`src/rtl/golden_nonce_tx_queue_pkg.sv`:
```
// Shared widths and FSM encoding for the golden-nonce transmit queue.
package golden_nonce_tx_queue_pkg;

    localparam int unsigned NONCE_W         = 32;
    localparam int unsigned BYTES_PER_NONCE = 4;
    localparam int unsigned BYTE_W          = 8;
    localparam int unsigned BIDX_W          = $clog2(BYTES_PER_NONCE);
    localparam int unsigned DROP_W          = 8;

    typedef enum logic {
        IDLE = 1'b0,
        SEND = 1'b1
    } state_e;

endpackage

```
`src/rtl/golden_nonce_tx_queue_nonce_fifo.sv`:
```
// Synchronous nonce FIFO with registered count/full/empty; pushes while full are ignored.
module nonce_fifo
    import golden_nonce_tx_queue_pkg::*;
#(
    parameter int unsigned DEPTH = 8,
    parameter int unsigned AW    = $clog2(DEPTH)
) (
    input  logic               clk,
    input  logic               reset,
    input  logic               push,
    input  logic [NONCE_W-1:0] wdata,
    input  logic               pop,
    output logic [NONCE_W-1:0] rdata,
    output logic [AW:0]        count,
    output logic               full,
    output logic               empty
);

    logic [NONCE_W-1:0] mem_q [DEPTH];
    logic [AW-1:0]      wr_ptr_q, wr_ptr_d;
    logic [AW-1:0]      rd_ptr_q, rd_ptr_d;
    logic [AW:0]        count_q, count_d;
    logic               full_q, full_d;
    logic               empty_q, empty_d;
    logic               do_push, do_pop;

    assign do_push = push & ~full_q;
    assign do_pop  = pop & ~empty_q;

    // Pointer and occupancy update; pointers wrap naturally since DEPTH is a power of two.
    always_comb begin
        wr_ptr_d = wr_ptr_q;
        rd_ptr_d = rd_ptr_q;
        if (do_push) wr_ptr_d = wr_ptr_q + AW'(1);
        if (do_pop)  rd_ptr_d = rd_ptr_q + AW'(1);
        count_d = count_q + (AW+1)'(do_push) - (AW+1)'(do_pop);
        full_d  = (count_d == (AW+1)'(DEPTH));
        empty_d = (count_d == '0);
    end

    // Control state registers.
    always_ff @(posedge clk) begin
        if (reset) begin
            wr_ptr_q <= '0;
            rd_ptr_q <= '0;
            count_q  <= '0;
            full_q   <= 1'b0;
            empty_q  <= 1'b1;
        end else begin
            wr_ptr_q <= wr_ptr_d;
            rd_ptr_q <= rd_ptr_d;
            count_q  <= count_d;
            full_q   <= full_d;
            empty_q  <= empty_d;
        end
    end

    // Storage array; contents are meaningless until written so it carries no reset.
    always_ff @(posedge clk) begin
        if (do_push) mem_q[wr_ptr_q] <= wdata;
    end

    assign rdata = mem_q[rd_ptr_q];
    assign count = count_q;
    assign full  = full_q;
    assign empty = empty_q;

endmodule

```
`src/rtl/golden_nonce_tx_queue.sv`:
```
// Buffers golden-nonce matches and streams each as a 4-byte LSB-first frame to the UART.
module golden_nonce_tx_queue
    import golden_nonce_tx_queue_pkg::*;
#(
    parameter int unsigned DEPTH = 8,
    parameter int unsigned AW    = $clog2(DEPTH)
) (
    input  logic               hash_clk,
    input  logic               reset,
    input  logic [NONCE_W-1:0] golden_nonce_in,
    input  logic               golden_nonce_match,
    output logic [BYTE_W-1:0]  tx_data,
    output logic               tx_valid,
    input  logic               tx_ready,
    input  logic               clear_overflow,
    output logic [AW:0]        fifo_count,
    output logic               overflow,
    output logic [DROP_W-1:0]  dropped_count,
    output logic               busy
);

    state_e              state_q, state_d;
    logic [NONCE_W-1:0]  shreg_q, shreg_d;
    logic [BIDX_W-1:0]   byte_idx_q, byte_idx_d;
    logic                tx_valid_q, tx_valid_d;
    logic                overflow_q, overflow_d;
    logic [DROP_W-1:0]   dropped_q, dropped_d;
    logic                busy_q, busy_d;

    logic [NONCE_W-1:0]  fifo_rdata;
    logic                fifo_full, fifo_empty;
    logic                pop, drop, push_ok;
    logic [AW:0]         count_nxt;

    nonce_fifo #(
        .DEPTH (DEPTH),
        .AW    (AW)
    ) u_fifo (
        .clk   (hash_clk),
        .reset (reset),
        .push  (golden_nonce_match),
        .wdata (golden_nonce_in),
        .pop   (pop),
        .rdata (fifo_rdata),
        .count (fifo_count),
        .full  (fifo_full),
        .empty (fifo_empty)
    );

    assign drop    = golden_nonce_match & fifo_full;
    assign push_ok = golden_nonce_match & ~fifo_full;

    // Frame FSM: load the head into the shift register, emit bytes, chain frames without a gap.
    always_comb begin
        state_d    = state_q;
        shreg_d    = shreg_q;
        byte_idx_d = byte_idx_q;
        pop        = 1'b0;
        unique case (state_q)
            IDLE: begin
                if (!fifo_empty) begin
                    pop        = 1'b1;
                    shreg_d    = fifo_rdata;
                    byte_idx_d = '0;
                    state_d    = SEND;
                end
            end
            SEND: begin
                if (tx_ready) begin
                    if (byte_idx_q != BIDX_W'(BYTES_PER_NONCE - 1)) begin
                        shreg_d    = shreg_q >> BYTE_W;
                        byte_idx_d = byte_idx_q + BIDX_W'(1);
                    end else if (!fifo_empty) begin
                        pop        = 1'b1;
                        shreg_d    = fifo_rdata;
                        byte_idx_d = '0;
                    end else begin
                        state_d    = IDLE;
                    end
                end
            end
        endcase
        tx_valid_d = (state_d == SEND);
        count_nxt  = fifo_count + (AW+1)'(push_ok) - (AW+1)'(pop);
        busy_d     = (count_nxt != '0) || (state_d == SEND);
    end

    // Sticky overflow and saturating drop counter; a drop outranks a same-cycle clear.
    always_comb begin
        overflow_d = overflow_q;
        dropped_d  = dropped_q;
        if (drop) begin
            overflow_d = 1'b1;
            if (clear_overflow)        dropped_d = DROP_W'(1);
            else if (dropped_q != '1)  dropped_d = dropped_q + DROP_W'(1);
        end else if (clear_overflow) begin
            overflow_d = 1'b0;
            dropped_d  = '0;
        end
    end

    // State registers.
    always_ff @(posedge hash_clk) begin
        if (reset) begin
            state_q    <= IDLE;
            shreg_q    <= '0;
            byte_idx_q <= '0;
            tx_valid_q <= 1'b0;
            overflow_q <= 1'b0;
            dropped_q  <= '0;
            busy_q     <= 1'b0;
        end else begin
            state_q    <= state_d;
            shreg_q    <= shreg_d;
            byte_idx_q <= byte_idx_d;
            tx_valid_q <= tx_valid_d;
            overflow_q <= overflow_d;
            dropped_q  <= dropped_d;
            busy_q     <= busy_d;
        end
    end

    assign tx_data       = shreg_q[BYTE_W-1:0];
    assign tx_valid      = tx_valid_q;
    assign overflow      = overflow_q;
    assign dropped_count = dropped_q;
    assign busy          = busy_q;

endmodule

```
`config.mk`:
```
export PLATFORM = sky130hd
export DESIGN_NAME = golden_nonce_tx_queue
export DESIGN_NICKNAME = d
export VERILOG_FILES = /design/src/rtl/golden_nonce_tx_queue_pkg.sv /design/src/rtl/golden_nonce_tx_queue_nonce_fifo.sv /design/src/rtl/golden_nonce_tx_queue.sv
export SDC_FILE = /design/constraint.sdc
export NUM_CORES = 1
export LEC_CHECK = 0
export ABC_AREA = 1
export CORE_ASPECT_RATIO = 0.7
export CORE_MARGIN = 2
export CORE_UTILIZATION = 55
export DETAILED_ROUTE_END_ITERATION = 12
export GPL_ROUTABILITY_DRIVEN = 0
export PLACE_DENSITY = 0.74
export SLEW_MARGIN = 20
export SYNTH_ARGS = -nofsm -noshare
export SYNTH_HDL_FRONTEND = slang
export SYNTH_SLANG_ARGS = --single-unit
```
`constraint.sdc`:
```
create_clock -name hash_clk -period 5.71 [get_ports hash_clk]
set_input_delay 0.571 -clock hash_clk [delete_from_list [all_inputs] [get_ports hash_clk]]
set_output_delay 0.571 -clock hash_clk [all_outputs]
set_load 0.02 [all_outputs]
```
==> metrics.cfg <==
[critical_path]
critPathLaunchType = register
crit_path_start = u_fifo.empty
reg2reg_to = u_fifo.full
regToRegSetupSlack_ns = 2.66
critPathKind = reg -> reg
rr_worst_depth = 8
crit_required_ns = 6.15
timing.rr.start = u_fifo.empty
path_max_fanout = 26
cp_data_arrival_time_ns = 3.49
crit_end = u_fifo.full
end_kind = register

[clocking]
clk_path_buf_depth = 3
numCtsBuffers = 29
cts-root-buf = clkbuf_16
clock_latency_ns = 0.54
htreeDepth = 1
hold_buffers = 0
cts.clk_slew.worst_paths_ns = 0.06
clkSinkCount = 316
ctsResizeCount = 0
cts_tree = done
postCtsSetupBuffers = 0

[power]
p_comb_share_pct = 25.3
leakagePower_nw = 6.06
p_int_w = 0.00414
pwr_density_cell_mw_per_mm2 = 402
ir_drop_mv = 0.267
switching_power_w = 0.00199
seq_power_share_pct = 46.4
power_w = 0.00612
p_clk_share_pct = 28.3
switching_share_pct = 32.4

[logic_synthesis]
synthMuxAreaShare_pct = 0
post-synth-top-area-cell = edfxtp_1
synthSimpleGateAreaFrac_pct = 18.9
syn-num-nets = 1392
synth_xor_area_share_pct = 0.324
synthAdderAreaFrac_pct = 0.834
synth_area_mm2 = 0.0135
yosysWarnings = 0
synth_flop_cell = edfxtp_1
synthArstFlopShare_pct = 0
yosysMostFrequentCell = nand2_1
synthTopCellsByArea = edfxtp_1 57%, nand2_1 9.2%, dfxtp_1 8.9%
synth_area_per_cell_um2 = 10.0
synth_compound_area_share_pct = 6.08
synthCells = 1346
yosysSeqAreaShare_pct = 65.8
synth_common_cells = 331 x nand2_1, 256 x edfxtp_1, 172 x inv_1
synth_top_area_share_pct = 56.9
synth_top_family_by_area = simple AND/OR/NAND/NOR gates
ys_ff_latch = 316
synth_edf_count = 256
ys_types = 26

[global_routing]
grt_max_degree = 82
grt_antenna_before_repair = 0
grt.overflow.total = 0
track_usage_pct = 23.7
grt_pass1_vias = 8939
grt_pass1_wl_um = 47500

[sta]
slew_headroom_pct = 29.3
fmax_mhz = 328
rsz0062_at_grt = no
fin_skew_ns = 0.0106
fin_crit_sh_pct = 53.4
worstMarginPinSlew_ns = 1.06
hold_violations = 0
drv_slew = 0
fin_crit_ns = 3.05
setup_violations = 0
tns_ns = 0

[routing]
ant_nets = 0
vias = 9230
drtPass1Iterations = 5
drc_errors = 0
via_per_inst = 5.40
drt_iter0_drc = 897
wl_per_cell_um = 17.6
routed_wl_um = 30200

[cells_and_area]
register_area_mm2 = 0.00889
area_growth_syn_to_layout_pct = 12.9
nFillCells = 1862
nets = 1418
multi_input_area_mm2 = 0.00359
diodes = 0
layout-drive-gt1-share_pct = 6.47

[die]
std_cell_rows = 47
fp.dieW_um = 191
ios = 60
die_h_um = 135
coreArea_mm2 = 0.0239
start_util_pct = 56.5
dieArea_mm2 = 0.0258

[status]
status = finished, final reports clean

[placed_design]
io_buffers = 59
hpwl_um = 17600

[flow_run]
max-cap-violations = 0

[min_path]
whs_path_depth = 2
holdCritPathClass = reg -> reg

worst min path at each step:
stage / startpoint / endpoint / slack, ns
4_1_cts: shreg_q[28] / shreg_q[28] / 0.46
3_5_place_dp: shreg_q[28] / shreg_q[28] / 0.45
5_1_grt: shreg_q[26] / shreg_q[26] / 0.48
6_report: shreg_q[28] / shreg_q[28] / 0.46
2_1_floorplan: shreg_q[24] / shreg_q[24] / 0.44
3_3_place_gp: shreg_q[26] / shreg_q[26] / 0.45
metal layers:
metal	up-vias	global-route usage, %	share of wire (%)
met5	-	0	0
met4	0	5.94	1.9
met3	49	4.39	7.2
met2	311	37.5	46
met1	4375	34.1	45
li1	4495	-	-
sequential cells by signal, summed over array words and instances (netlist names), named ones only:
name and count:
u_fifo.mem_q 256, shreg_q 32, dropped_count 8, u_fifo.count 4
u_fifo.rd_ptr_q 3, u_fifo.wr_ptr_q 3, byte_idx_q 2, busy 1
overflow 1, tx_valid 1, u_fifo.empty 1, u_fifo.full 1
kinds of logic (layout without fill, tap and decap cells):
| family | after synthesis | count (layout) |
|---|---|---|
| simple gates | 604 | 604 |
| flops | 316 | 316 |
| buf+inv | 256 | 301 |
| compound gates | 156 | 156 |
| fa+ha+maj | 9 | 9 |
| xor+xnor | 5 | 5 |
critical path, cell delays in order, from the launching register on:
cell	delay (ns)
dfxtp_1	1.01
inv_2	0.55
nand2_1	0.31
nor2_1	0.07
ha_1	0.25
ha_1	0.20
xnor2_1	0.21
nand3_1	0.14
nor3_1	0.20
per-stage QoR:
stage | area, um2 | hold slack (ns) | instances | worst slack (ns) | utilization (%)
6_report | 15200 | 0.461 | 1709 | 2.66 | 63.9
4_1_cts | 15200 | 0.462 | 1706 | 2.67 | 63.5
3_3_place_gp | 14200 | 0.449 | 1650 | 2.56 | 59.4
2_1_floorplan | 13500 | 0.439 | 1346 | 2.87 | -
5_1_grt | 15200 | 0.476 | 1709 | 2.44 | 63.9
3_5_place_dp | 14400 | 0.452 | 1656 | 2.49 | 60.1
layout make-up:
type | count | share of cell area (%)
clock buffers | 41 | 5.06
well taps | 318 | 2.61
clock inverters | 9 | 0.263
repair buffers | 75 | 5.84
multi-input cells | 774 | 23.6
flip-flops and latches | 316 | 58.3
inverters | 176 | 4.34
power by group through the flow:
| stage | sequential [W] | combinational (W) | clock, W |
|---|---|---|---|
| final | 0.00284 | 0.00155 | 0.00173 |
| after global routing | 0.00286 | 0.00173 | 0.00184 |
| after CTS | 0.00284 | 0.00153 | 0.00175 |
| after detailed placement | 0.00289 | 0.00151 | 0 |
| after global placement | 0.00289 | 0.00147 | 0 |
| after floorplan | 0.00282 | 0.00115 | 0 |
cells in the final DEF, fill, tap and decap left out, drive strengths merged, types with 2 or more instances in the layout:
| cell | count |
|---|---|
| o211ai | 16 |
| ha | 9 |
| nand4 | 2 |
| or2 | 25 |
| clkinv | 11 |
| dfxtp | 60 |
| o21ai | 66 |
| xor2 | 3 |
| clkbuf | 41 |
| inv | 174 |
| edfxtp | 256 |
| clkdlybuf4s50 | 59 |
| nand2 | 331 |
| xnor2 | 2 |
| buf | 16 |
| nor3 | 3 |
| nor2 | 80 |
| nand3 | 162 |
| a21oi | 74 |
No activity file was read; power rests on OpenSTA's default activity.
